$ cat src/rtl/chip_seq_ctrl.sv
// ISFET chip readout sequencer: chip reset, calibration wait, then mux_update
// strobes become per-pixel sample enables with pixel index and frame markers.
module chip_seq_ctrl #(
    parameter int PIXELS_PER_FRAME = 16400,
    parameter int RST_CYCLES       = 64,
    parameter int CALI_TIMEOUT     = 1000000,
    parameter int NUM_FRAMES       = 0,
    parameter int IDX_W            = $clog2(PIXELS_PER_FRAME)
) (
    input  logic             sys_clk,
    input  logic             sys_nrst,
    input  logic             sys_start,
    input  logic             stop_req,
    input  logic             err_clr,
    input  logic             cali_done,
    input  logic             mux_update,
    input  logic             fifo_full,
    output logic             sys_rdy,
    output logic             chip_nrst,
    output logic             sample_valid,
    output logic [IDX_W-1:0] pixel_idx,
    output logic             end_of_frame,
    output logic [15:0]      frame_cnt,
    output logic             overflow,
    output logic [1:0]       err_code,
    output logic             readout_LED
);

    localparam int RST_W = (RST_CYCLES > 1) ? $clog2(RST_CYCLES) : 1;
    localparam int CAL_W = (CALI_TIMEOUT > 1) ? $clog2(CALI_TIMEOUT) : 1;
    localparam logic [IDX_W-1:0] LAST_PIX = IDX_W'(PIXELS_PER_FRAME - 1);
    localparam logic [RST_W-1:0] RST_LAST = RST_W'(RST_CYCLES - 1);
    localparam logic [CAL_W-1:0] CAL_LAST = CAL_W'(CALI_TIMEOUT - 1);
    localparam logic [31:0]      NF       = 32'(NUM_FRAMES);

    typedef enum logic [2:0] {S_IDLE, S_CHIP_RST, S_CALI_WAIT, S_RUN, S_ERROR} state_t;

    state_t           state;
    logic             start_prev, mux_prev, stop_lat;
    logic [IDX_W-1:0] pix_cnt;
    logic [RST_W-1:0] rst_cnt;
    logic [CAL_W-1:0] cali_cnt;
    logic             start_rise, mux_rise, last_frame;

    assign start_rise = sys_start & ~start_prev;
    assign mux_rise   = mux_update & ~mux_prev;
    assign last_frame = (NF != 32'd0) && (({16'd0, frame_cnt} + 32'd1) == NF);

    always_ff @(posedge sys_clk or negedge sys_nrst) begin
        if (!sys_nrst) begin
            state        <= S_IDLE;
            // previous values reset high so a level held through reset is not an edge
            start_prev   <= 1'b1;
            mux_prev     <= 1'b1;
            stop_lat     <= 1'b0;
            pix_cnt      <= '0;
            rst_cnt      <= '0;
            cali_cnt     <= '0;
            sys_rdy      <= 1'b1;
            chip_nrst    <= 1'b0;
            sample_valid <= 1'b0;
            pixel_idx    <= '0;
            end_of_frame <= 1'b0;
            frame_cnt    <= '0;
            overflow     <= 1'b0;
            err_code     <= 2'd0;
            readout_LED  <= 1'b0;
        end else begin
            start_prev   <= sys_start;
            mux_prev     <= mux_update;
            sample_valid <= 1'b0;
            end_of_frame <= 1'b0;
            case (state)
                S_IDLE: if (start_rise) begin
                    state     <= S_CHIP_RST;
                    sys_rdy   <= 1'b0;
                    chip_nrst <= 1'b0;
                    rst_cnt   <= '0;
                    pix_cnt   <= '0;
                    pixel_idx <= '0;
                    frame_cnt <= '0;
                    overflow  <= 1'b0;
                    err_code  <= 2'd0;
                    stop_lat  <= 1'b0;
                end
                S_CHIP_RST: begin
                    if (rst_cnt == RST_LAST) begin
                        state     <= S_CALI_WAIT;
                        chip_nrst <= 1'b1;
                        cali_cnt  <= '0;
                    end else begin
                        rst_cnt <= rst_cnt + RST_W'(1);
                    end
                end
                S_CALI_WAIT: begin
                    if (cali_done) begin
                        state       <= S_RUN;
                        readout_LED <= 1'b1;
                        pix_cnt     <= '0;
                    end else if (cali_cnt == CAL_LAST) begin
                        state     <= S_ERROR;
                        chip_nrst <= 1'b0;
                        err_code  <= 2'd1;
                    end else begin
                        cali_cnt <= cali_cnt + CAL_W'(1);
                    end
                end
                S_RUN: begin
                    // calibration loss beats any coincident strobe; partial frame is dropped
                    if (!cali_done) begin
                        state       <= S_ERROR;
                        chip_nrst   <= 1'b0;
                        readout_LED <= 1'b0;
                        err_code    <= 2'd2;
                    end else begin
                        if (stop_req) stop_lat <= 1'b1;
                        if (mux_rise) begin
                            sample_valid <= ~fifo_full;
                            if (fifo_full) overflow <= 1'b1;
                            pixel_idx <= pix_cnt;
                            if (pix_cnt == LAST_PIX) begin
                                end_of_frame <= 1'b1;
                                pix_cnt      <= '0;
                                frame_cnt    <= frame_cnt + 16'd1;
                                if (stop_req || stop_lat || last_frame) begin
                                    state       <= S_IDLE;
                                    chip_nrst   <= 1'b0;
                                    readout_LED <= 1'b0;
                                    sys_rdy     <= 1'b1;
                                end
                            end else begin
                                pix_cnt <= pix_cnt + IDX_W'(1);
                            end
                        end
                    end
                end
                S_ERROR: if (err_clr) begin
                    state    <= S_IDLE;
                    err_code <= 2'd0;
                    sys_rdy  <= 1'b1;
                end
                default: state <= S_IDLE;
            endcase
        end
    end

endmodule

$ cat config.mk
export PLATFORM = sky130hd
export DESIGN_NAME = chip_seq_ctrl
export DESIGN_NICKNAME = d
export VERILOG_FILES = /design/src/rtl/chip_seq_ctrl.sv
export SDC_FILE = /design/constraint.sdc
export NUM_CORES = 1
export LEC_CHECK = 0
export ABC_AREA = 0
export ABC_CLOCK_PERIOD_IN_PS = 3200
export CORE_AREA = 2 2 100 102
export DETAILED_ROUTE_END_ITERATION = 12
export DIE_AREA = 0 0 102 104
export PLACE_DENSITY_LB_ADDON = 0.15
export SLEW_MARGIN = 20
export SYNTH_ARGS = -nofsm -noshare
export SYNTH_HDL_FRONTEND = slang
export SYNTH_SLANG_ARGS = --single-unit
$ cat constraint.sdc
create_clock -name sys_clk -period 3.2 [get_ports sys_clk]
set_input_delay 0.96 -clock sys_clk [delete_from_list [all_inputs] [get_ports sys_clk]]
set_output_delay 0.96 -clock sys_clk [all_outputs]
set_load 0.03 [all_outputs]
==> flow_metrics.py <==
metrics = {
    "synth": {
        "syn_nets": 498,
        "synth.avg_cell_area_um2": 9.15,
        "synthDistinctLibCells": 55,
        "synth_top_area_cell": "dfrtp_1",
        "synth_area_leaders": "dfrtp_1 47%, nand2_1 4.8%, o21ai_0 3.5%",
        "ys_warn_count": 0,
        "synth.most_common_cell": "dfrtp_1",
        "synth_top_area_share_pct": 46.7,
        "synth.top_cells.by_count": "83 x dfrtp_1, 57 x nand2_1, 41 x nor2_1",
        "syn-instance-count": 486,
        "syn-cell-area_um2": 4450,
        "synth_edf_count": 0,
        "synth_seq_area_share_pct": 48.5,
        "async_reset_ff_share_pct": 100,
        "ys_ff_latch": 86,
        "yosys_most_used_dff": "dfrtp_1",
    },
    "global_route": {
        "grt_overflow": 0,
        "grt_max_degree": 47,
        "grt_pass1_wl_mm": 17.6,
        "grt_pass1_vias": 3623,
        "track_usage_pct": 20.5,
        "antenna_found_initial": 0,
    },
    "clocking": {
        "cts.repair.resized": 0,
        "hold_buffers": 0,
        "cts-root-buf": "clkbuf_8",
        "htree_num_levels": 3,
        "post_cts_buffers": 0,
        "cts_buffers": 9,
        "cts_tree": "done",
        "clk-insertion-delay-late_ns": 0.36,
        "cts_buffer_depth": 2,
        "clk_pin_slew_worst_paths_ns": 0.09,
        "numClockSinks": 86,
    },
    "setup_path": {
        "r2r_cells": 6,
        "worstSetupPathType": "input port to register",
        "crit_arrival_ns": 3.07,
        "worstPathRequired_ns": 3.49,
        "critPathLaunchType": "input port",
        "crit_path_end_kind": "register",
        "worstPathMaxFanout": 21,
    },
    "power": {
        "power.leakage_uw": 0.00214,
        "power_density_nw_per_um2": 554,
        "ir_drop_mv": 0.232,
    },
    "route": {
        "detail_route.iter0.violations": 157,
        "dr.pass1.iters": 4,
        "drt-wirelength-per-cell_um": 15.5,
        "wl_mm": 10.4,
        "num_vias": 3774,
        "drc": 0,
        "ant_nets": 0,
        "drt-vias-per-instance": 5.61,
    },
    "cells_and_area": {
        "drive_above_1_share_pct": 8.70,
        "diodes": 0,
        "nFillCells": 880,
        "fin_nets": 547,
        "synthToLayoutAreaGrowth_pct": 19.4,
        "instances_no_fill": 673,
    },
    "min_path": {
        "min_path_type": "register to register",
        "holdPathStages": 2,
    },
    "timing": {
        "finalClockSkew_ns": 0.0146,
        "max_slew_margin_pct": 52.4,
        "period_share_pct": 87.0,
        "slew_violations": 0,
        "worst_pin_slew_ns": 0.714,
        "finalHoldViolCount": 0,
        "max_freq_ghz": 0.359,
        "tns_ns": 0,
        "setup_viol": 0,
        "rsz0062_at_grt": "false",
        "layout_min_cycle_time_ns": 2.78,
    },
    "placed_design": {
        "port_buffers": 46,
        "place_hpwl_mm": 7.45,
        "dp_cells": 657,
        "place_congestion": 0.872,
    },
    "die": {
        "rows": 36,
        "io_pins": 47,
        "chipWidth_um": 102,
        "die_area_um2": 10600,
        "start_util_pct": 46.6,
        "fp.dieH_um": 104,
        "core_area_um2": 9550,
    },
    "run_status": {
        "status": "finished clean",
    },
    "run": {
        "drv_cap": 0,
    },
}
-- report_power, final --
part | leakage (µW) | switching (µW) | total [µW] | internal, µW
sequential | 0.00110 | 115 | 1310 | 1190
combinational | 0.000942 | 533 | 854 | 321
clock | 0.0000996 | 421 | 785 | 364
total | 0.00214 | 1070 | 2940 | 1880
-- worst max-delay path, cell delays in order --
cell,delay (ns)
clkdlybuf4s50_1,0.44
nand2b_1,0.16
o32a_1,0.18
a311o_1,0.57
buf_4,0.27
or3_1,0.34
a21oi_1,0.15
-- layout make-up --
cell class | instances | area [µm²] | area share, %
Clock buffer | 9 | 124 | 2.33
Clock inverter | 7 | 73.8 | 1.39
Inverter | 15 | 56.3 | 1.06
Multi-Input combinational cell | 360 | 2140 | 40.2
Sequential cell | 86 | 2160 | 40.6
Tap cell | 133 | 166 | 3.13
Timing Repair Buffer | 63 | 598 | 11.3
-- cells by family (layout without fill, tap and decap cells) --
| family | Yosys count | after routing | share of synthesized area [%] |
|---|---|---|---|
| muxes | 7 | 7 | 1.69 |
| adders and majority gates | 4 | 4 | 1.13 |
| AOI/OAI and AO/OA | 102 | 102 | 14.4 |
| buffers and inverters | 40 | 94 | 3.46 |
| and+or+nand+nor | 225 | 225 | 26.5 |
| xor gates and xnor gates | 22 | 22 | 4.33 |
| DFF | 86 | 86 | 48.5 |
-- final timing paths --
kind	slack (ns)	end	start
worst max-delay path	0.42	cali_cnt[3]	cali_done
worst min-delay path	0.48	pixel_idx[9]	pixel_idx[9]
worst max register to register	0.69	cali_cnt[4]	cali_cnt[8]
worst min register to register	0.48	pixel_idx[9]	pixel_idx[9]
max in group asynchronous	1.91	mux_prev	sys_nrst
min in group asynchronous	0.59	frame_cnt[9]	sys_nrst
-- registers in the layout, summed over array words and instances, names as in the netlist --
name and count:
end_of_frame 1, stop_lat 1, readout_LED 1, pixel_idx 15
mux_prev 1, rst_cnt 6, chip_nrst 1, sample_valid 1
pix_cnt 15, start_prev 1, frame_cnt 16, sys_rdy 1
err_code 2, state 3, cali_cnt 20, overflow 1
-- stage by stage --
stage / total power [µW] / worst slack (ns) / util, % / hold WS [ns] / area, µm²
floorplan: 1880 / 0.767 / - / 0.462 / 4450
finish: 2940 / 0.417 / 55.6 / 0.485 / 5310
detailed placement: 2180 / 0.0370 / 53.6 / 0.469 / 5110
global route: 3130 / 0.289 / 55.6 / 0.515 / 5310
global placement: 2170 / 0.0844 / 53.6 / 0.464 / 5110
CTS: 2970 / 0.425 / 55.6 / 0.491 / 5310
-- metal layers --
layer / track usage [%] / routed length (µm)
met1: 27.8 / 4840
met2: 34.2 / 5200
met3: 2.42 / 255
met4: 6.57 / 133
met5: 0 / 0
-- cell usage in the layout, fill, tap and decap left out, types with 2 or more instances in the layout --
cell / synthesis / final
nor2_1: 41 / 41
mux2i_1: 3 / 3
a31oi_1: 3 / 3
dfstp_2: 3 / 3
nand3b_1: 2 / 2
nand3_1: 27 / 27
or3_1: 4 / 4
or2_2: 2 / 2
a2111oi_0: 2 / 2
clkinv_4: 0 / 2
nand2_1: 57 / 57
a21oi_1: 25 / 25
clkbuf_8: 0 / 9
nand4b_1: 2 / 2
a211oi_1: 3 / 3
and3_1: 10 / 10
a311oi_1: 2 / 2
and2_1: 3 / 3
clkdlybuf4s50_1: 0 / 45
o21ai_0: 31 / 31
nand2b_1: 6 / 6
xor2_1: 9 / 9
xnor2_1: 13 / 13
and4_1: 4 / 4
a21o_1: 2 / 2
dfrtp_1: 83 / 83
nor4_1: 12 / 12
buf_4: 0 / 17
ha_1: 4 / 4
nand4_1: 17 / 17
nor3_1: 12 / 12
a22o_1: 4 / 4
clkinv_2: 0 / 2
inv_1: 15 / 15
o31ai_1: 19 / 19
nor2b_1: 4 / 4
or4_1: 14 / 14
mux2_2: 4 / 4
(Power assumes the default switching activity.)
